File: src/rtl/seq_arith_pkg.sv
// Shared definitions for the sequential-arithmetic family.
//   op_t        : operation encoding carried on the 2-bit op input
//   operand_t   : effective B bit and initial carry for one full-adder step
//   map_operand : turns (op, in_b) into (b', cin) so that every operation
//                 reduces to a single ripple add of A and b'
package seq_arith_pkg;

    typedef enum logic [1:0] {
        OP_INCR = 2'd0,
        OP_DECR = 2'd1,
        OP_ADD  = 2'd2,
        OP_SUB  = 2'd3
    } op_t;

    typedef struct packed {
        logic b_eff;
        logic cin;
    } operand_t;

    // INCR adds 0 with carry-in 1, DECR adds all-ones (two's complement -1),
    // SUB adds ~B with carry-in 1.
    function automatic operand_t map_operand(input op_t op, input logic b);
        operand_t r;
        r = '0;
        case (op)
            OP_INCR: begin r.b_eff = 1'b0; r.cin = 1'b1; end
            OP_DECR: begin r.b_eff = 1'b1; r.cin = 1'b0; end
            OP_ADD:  begin r.b_eff = b;    r.cin = 1'b0; end
            OP_SUB:  begin r.b_eff = ~b;   r.cin = 1'b1; end
            default: begin r.b_eff = 1'b0; r.cin = 1'b0; end
        endcase
        return r;
    endfunction

endpackage

File: src/rtl/seq_arith_full_adder.sv
// Combinational 1-bit full adder.
//   a, b, cin : addend bits and carry in
//   sum       : a ^ b ^ cin
//   cout      : majority(a, b, cin)
module seq_arith_full_adder (
    input  logic a,
    input  logic b,
    input  logic cin,
    output logic sum,
    output logic cout
);

    assign sum  = a ^ b ^ cin;
    assign cout = (a & b) | (a & cin) | (b & cin);

endmodule

File: src/rtl/seq_arith_serial_addsub.sv
// Bit-serial increment / decrement / add / subtract, LSB first.
//   clk, reset : clock, synchronous active-high reset
//   in_valid   : in_a / in_b / op carry a valid bit this cycle
//   in_a, in_b : operand bits (in_b ignored for INCR/DECR)
//   op         : operation, sampled on the first bit of a word only
//   out_valid  : registered result bit valid (one cycle after input)
//   out        : result bit
//   out_last   : marks the MSB result bit
//   out_cout   : carry out of the MSB, on the last bit only
//   out_ovf    : signed overflow, on the last bit only
// All outputs are forced to 0 whenever they are not qualified.
module seq_arith_serial_addsub
    import seq_arith_pkg::*;
#(
    parameter int NBITS = 4
) (
    input  logic       clk,
    input  logic       reset,
    input  logic       in_valid,
    input  logic       in_a,
    input  logic       in_b,
    input  logic [1:0] op,
    output logic       out_valid,
    output logic       out,
    output logic       out_last,
    output logic       out_cout,
    output logic       out_ovf
);

    localparam int             CW       = $clog2(NBITS);
    localparam logic [CW-1:0]  LAST_IDX = CW'(NBITS - 1);

    logic [CW-1:0] count;
    logic          carry;
    op_t           op_q;

    logic          first_bit;
    logic          last_bit;
    op_t           op_eff;
    operand_t      opnd;
    logic          c_in;
    logic          sum;
    logic          c_out;

    // ------------------------------------------------------------------
    // First/last decode and operand selection. On the first bit the live
    // op input is used directly so the word needs no set-up cycle.
    // ------------------------------------------------------------------
    always_comb begin
        first_bit = in_valid && (count == '0);
        last_bit  = (count == LAST_IDX);
        op_eff    = first_bit ? op_t'(op) : op_q;
        opnd      = map_operand(op_eff, in_b);
        // The carry register holds stale data from the previous word at a
        // word start; the operation's seed carry replaces it.
        c_in      = first_bit ? opnd.cin : carry;
    end

    seq_arith_full_adder u_fa (
        .a    (in_a),
        .b    (opnd.b_eff),
        .cin  (c_in),
        .sum  (sum),
        .cout (c_out)
    );

    // ------------------------------------------------------------------
    // Word state: bit counter, running carry, latched operation.
    // in_valid low freezes everything so gaps are transparent.
    // ------------------------------------------------------------------
    always_ff @(posedge clk) begin
        if (reset) begin
            count <= '0;
            carry <= 1'b0;
            op_q  <= OP_INCR;
        end else if (in_valid) begin
            count <= last_bit ? '0 : count + 1'b1;
            carry <= c_out;
            if (first_bit)
                op_q <= op_eff;
        end
    end

    // ------------------------------------------------------------------
    // Output register. On the MSB, c_in is the carry into the MSB, so
    // c_in ^ c_out is exactly the signed overflow condition.
    // ------------------------------------------------------------------
    always_ff @(posedge clk) begin
        if (reset) begin
            out_valid <= 1'b0;
            out       <= 1'b0;
            out_last  <= 1'b0;
            out_cout  <= 1'b0;
            out_ovf   <= 1'b0;
        end else begin
            out_valid <= in_valid;
            out       <= in_valid & sum;
            out_last  <= in_valid & last_bit;
            out_cout  <= in_valid & last_bit & c_out;
            out_ovf   <= in_valid & last_bit & (c_in ^ c_out);
        end
    end

endmodule

File: config.mk
export PLATFORM = sky130hd
export DESIGN_NAME = seq_arith_serial_addsub
export DESIGN_NICKNAME = d
export VERILOG_FILES = /design/src/rtl/seq_arith_pkg.sv /design/src/rtl/seq_arith_full_adder.sv /design/src/rtl/seq_arith_serial_addsub.sv
export SDC_FILE = /design/constraint.sdc
export NUM_CORES = 1
export LEC_CHECK = 0
export CORE_AREA = 2 2 39 41
export CTS_CLUSTER_DIAMETER = 120
export DETAILED_ROUTE_END_ITERATION = 6
export DIE_AREA = 0 0 41 43
export GPL_TIMING_DRIVEN = 1
export MAX_ROUTING_LAYER = met4
export PLACE_DENSITY_LB_ADDON = 0.3
export SYNTH_ARGS = -nofsm -noshare
export SYNTH_HDL_FRONTEND = slang
export SYNTH_SLANG_ARGS = --single-unit
File: constraint.sdc
create_clock -name clk -period 2.79 [get_ports clk]
set_input_delay 0.558 -clock clk [delete_from_list [all_inputs] [get_ports clk]]
set_output_delay 0.558 -clock clk [all_outputs]
set_load 0.05 [all_outputs]
* Word level (Yosys, flattened, before mapping) *
Index checks and enable logic that the tools add are counted.

storage, ports and cells
  register bits after elaboration = 10
  input bits = 7
  output and inout port bits = 5
  logic and storage cells = 34

operators by class
  add/subtract/negate cells = 1
  equality and inequality tests = 4
  mux-type cells = 4
  bitwise logic cells = 13
  reduce and logical (&&, ||, !) cells = 4

operators with widths
  kind                   count
  $pmux W2 S4            1
  $and A1 B1 Y1          7
  $eq A2 B2 Y1 const B   3
  $logic_not A2 Y1       2
  $mux W2                2
  $xor A1 B1 Y1          3
  $add A2 B1 Y2 const B  1
  $eq A2 B1 Y1 const B   1
  $or A1 B1 Y1           2
  $reduce_and A2 Y1      1
  $logic_and A1 B1 Y1    1
  $mux W1                1
  $not A1 Y1             1

* Depth between registers and ports, before layout *
  word-level depth = 11
  mapped depth = 11
  gate-level depth less buffers = 11

* Modules after synthesis *
A second synthesis with hierarchy kept.

unflattened totals
  cells, all modules = 46
  area total of the unflattened synthesis = 460.4 um^2

modules (own cells, without submodules)
  module                   instances  cells each  area an instance (um^2)  sequential area each (um^2)
  seq_arith_serial_addsub  1          45          440.4                    200.2
  seq_arith_full_adder     1          1           20.0                     0.0

* Worst setup path before layout *
Ideal clock, no wire load.

  path kind = input port to flip-flop
  start = input port in_valid
  end = register out_ovf
  library setup time = 0.120 ns
  arrival time = 2.419 ns
  required time = 2.670 ns
  slack = 0.251 ns
  stages on the path = 10
  path buffers = 1
  path through = buf_6 > nand2_4 > mux2i_2 > inv_1 > ha_1 > and3_1 > or2_1 > fa_1 > nor3_1 > nor3b_1

on the way
  longest elaborated chain between the ends = 10
  elaborated cells between the ends (all ways) = 16
  those cells by class = eq/ne: 3; mux: 3; bitwise: 8; reduce/logical: 2

ends and longest elaborated chain
  item                                  RTL line                        source
  start, declared                       seq_arith_serial_addsub.sv:19   input logic in_valid,
  $logic_and A1 B1 Y1 (*)               seq_arith_serial_addsub.sv:50   first_bit = in_valid && (count == '0);
  $mux W2 (*)                           seq_arith_serial_addsub.sv:52   op_eff = first_bit ? op_t'(op) : op_q;
  named net op_eff[1]                   seq_arith_serial_addsub.sv:39   op_t op_eff;
  $eq A2 B2 Y1 (tied with other cells)  seq_arith_pkg.sv:25             case (op)
  $pmux W2 S4 (*)                       seq_arith_pkg.sv:25
  $mux W1                               seq_arith_serial_addsub.sv:56   c_in = first_bit ? opnd.cin : carry;
  $and A1 B1 Y1                         seq_arith_full_adder.sv:14      assign cout = (a & b) | (a & cin) | (b & cin);
  $or A1 B1 Y1 (2 in series)            seq_arith_full_adder.sv:14
  $xor A1 B1 Y1 (*)                     seq_arith_serial_addsub.sv:100  out_ovf <= in_valid & last_bit & (c_in ^ c_out);
  $and A1 B1 Y1 (*)                     seq_arith_serial_addsub.sv:100
  end signal, assigned                  seq_arith_serial_addsub.sv:100
  end, declared                         seq_arith_serial_addsub.sv:27   output logic out_ovf

Mark *: on every way through the listed nets, which the timed path passes. The rest lies on a longest branch.
A chain may end at the register's enable or synchronous reset.

* Final worst setup path *
  start = input port in_valid
  end = register carry

on the way
  longest elaborated chain between the ends = 8
  elaborated cells between the ends (all ways) = 13
  those cells by class = eq/ne: 3; mux: 3; bitwise: 5; reduce/logical: 2

ends and longest elaborated chain
  item                                  RTL line                       source
  $logic_and A1 B1 Y1 (*)               seq_arith_serial_addsub.sv:50
  $mux W2 (*)                           seq_arith_serial_addsub.sv:52
  named net op_eff[1]                   seq_arith_serial_addsub.sv:39
  $eq A2 B2 Y1 (tied with other cells)  seq_arith_pkg.sv:25
  $pmux W2 S4 (*)                       seq_arith_pkg.sv:25
  $mux W1                               seq_arith_serial_addsub.sv:56
  $and A1 B1 Y1                         seq_arith_full_adder.sv:14
  $or A1 B1 Y1                          seq_arith_full_adder.sv:14
  $or A1 B1 Y1 (*)                      seq_arith_full_adder.sv:14
  end signal, assigned                  seq_arith_serial_addsub.sv:78  carry <= c_out;
  end, declared                         seq_arith_serial_addsub.sv:34  logic carry;

Marks and branches as above.

==> flow_metrics.py <==
metrics = {
    "power": {
        "power.total_uw": 376,
        "vdd_drop_max_uv": 383,
        "power_density_mw_per_mm2": 561,
        "leakagePower_uw": 0.000312,
    },
    "setup_path": {
        "crit_path_start_kind": "input port",
        "endpoint_kind": "register",
        "cp.buffers_inverters": 2,
        "critical_path.max_fanout": 4,
        "critPathKind": "in2reg",
        "slowest_stage": "clkdlybuf4s50_1",
        "arrival_ps": 2770,
        "cpPeakStageDelay_ps": 520,
        "path_cells": "clkdlybuf4s50_1, nand2_4, mux2i_2, inv_1, ha_1, and3_1, or2_1, fa_2, a211oi_1",
        "critical-path-top-delay-family": "adder cells",
        "cp.required_ps": 2960,
    },
    "logic_synthesis": {
        "netlist_top_cells_area": "dfxtp_1, ha_1, mux2i_1",
        "syn_area_um2": 470,
        "syn-num-nets": 58,
        "yosysTopAreaCell": "dfxtp_1",
        "synth_warnings": 0,
        "synth-seq-cells": 10,
        "ys_seq_area_share_pct": 42.6,
        "postSynthAreaPerCell_um2": 10.2,
        "syn_inst": 46,
        "yosysTopAreaCellShare_pct": 42.6,
        "ys_types": 20,
    },
    "cts": {
        "cts_hold_buf": 0,
        "post_cts_buffers": 0,
        "cts_buffers": 3,
        "tritoncts": "built",
        "cts_resized": 0,
        "cts_root_buf": "clkbuf_4",
        "cts.clk_slew.worst_paths_ps": 60,
        "cts_buffer_depth": 2,
        "cts_sinks": 10,
        "htree_levels": 1,
        "clock_latency_ps": 260,
    },
    "cells_and_area": {
        "syn_to_final_growth_pct": 42.6,
        "final_cell_mix": "clkdlybuf4s50_1, dfxtp_1, nor2_1",
        "finish.net_count": 78,
        "fillCellCount": 140,
        "final_cells": 81,
        "mostFrequentLayoutCell": "clkdlybuf4s50_1",
        "drive_above_1_share_pct": 21.5,
        "fin_util_pct": 48.5,
        "num_antenna_cells": 0,
    },
    "timing": {
        "fin_crit_sh_pct": 93.2,
        "period_minus_slack_ps": 2600,
        "finalClockSkew_ps": 0.627,
        "hold_slack_ps": 502,
        "finalHoldViolCount": 0,
        "fin_tns_setup_ps": 0,
        "worstMarginPinSlew_ps": 497,
        "setup_violations": 0,
        "rsz0062_at_grt": "false",
        "max_freq_mhz": 385,
        "drv_slew": 0,
        "relSlewSlack_pct": 66.8,
    },
    "grt": {
        "grt_pass1_wl_um": 1120,
        "antenna_found_initial": 0,
        "overflow": 0,
        "grt_pass1_vias": 276,
        "grt_max_degree": 8,
        "globalRouteTotalUtil_pct": 10.4,
    },
    "drt": {
        "wl_per_cell_um": 8.88,
        "drt_wl_total_um": 719,
        "drc": 0,
        "dr.pass1.iters": 4,
        "ant_nets": 0,
        "drtIter0Drc": 8,
        "routed-via-count": 354,
        "vias_per_cell": 4.37,
    },
    "min_path": {
        "hold_path.class": "reg2reg",
    },
    "floorplanning": {
        "die_w_um": 41,
        "io-pin-count": 12,
        "initial_utilization_pct": 34.0,
        "die_area_mm2": 0.00176,
        "placementRows": 14,
        "die_y_um": 43,
        "core_area_mm2": 0.00138,
    },
    "status": {
        "status": "finished, final reports clean",
    },
    "placed_design": {
        "dp.cells": 77,
        "place_congestion": 0.632,
        "portBuffers": 11,
    },
    "flow_run": {
        "max_cap_violations": 0,
    },
}
## path summary, 6_finish.rpt
check	start	slack, ps	depth (start not counted)	endpoint
max	in_valid	190	9	carry
min reg2reg	carry	500	2	carry
max reg2reg	count[0]	280	10	carry
min	carry	500	2	carry
## cell usage after synthesis
library cell and number:
mux2_1 1, o21ai_1 1, mux2i_1 3, buf_6 1, mux2i_2 2, inv_1 6
nor2_1 7, nor3b_1 1, nand2_4 1, dfxtp_1 10, and2b_1 1, a211oi_1 1
or2_1 1, ha_1 4, nor3_1 1, fa_1 1, and3_1 1, nand2_1 1
a21oi_1 1, nor2b_1 1
## worst min-delay path, stage by stage (launching register included)
cell and delay (ps):
dfxtp_1 310, nor2_1 80, a211oi_1 60
## flip-flops by register name, summed over array words and instances, names as in the netlist
| signal | flops |
|---|---|
| count | 2 |
| carry | 1 |
| out | 1 |
| op_q | 2 |
| out_valid | 1 |
| out_cout | 1 |
| out_last | 1 |
| out_ovf | 1 |
## where the power goes
part / switching, uW / internal (uW)
combinational: 44.5 / 48.1
sequential: 4.46 / 152
clock: 48.1 / 79.2
## kinds of logic (layout without fill, tap and decap cells)
logic type / count (synthesis) / after routing / share of synthesized area (%)
mux: 6 / 6 / 14.6
compound gates: 3 / 3 / 3.72
simple gates: 15 / 15 / 17.0
fa+ha+maj: 5 / 5 / 14.9
buf+inv: 7 / 26 / 7.18
flops: 10 / 10 / 42.6
## routing by layer
layer / up-vias / global-route usage [%] / wire length, um
met5: - / - / 0
met4: 0 / 6.00 / 11
li1: 190 / - / -
met1: 151 / 12.4 / 331
met2: 11 / 12.2 / 302
met3: 2 / 7.85 / 74
## per-stage QoR
stage,cell area [um^2],setup slack [ps]
2_1_floorplan,470,251
3_3_place_gp,627,-164
3_5_place_dp,627,-158
4_1_cts,663,105
5_1_grt,671,6.60
6_report,671,190
## final cells by class
cell class	instances	area, um^2	area share [%]
Multi-Input combinational cell	29	244	36.4
Sequential cell	10	200	29.9
Timing Repair Buffer	16	148	22.0
Clock buffer	4	36.3	5.41
Inverter	6	22.5	3.36
Tap cell	16	20.0	2.99
(Power assumes the default switching activity.)
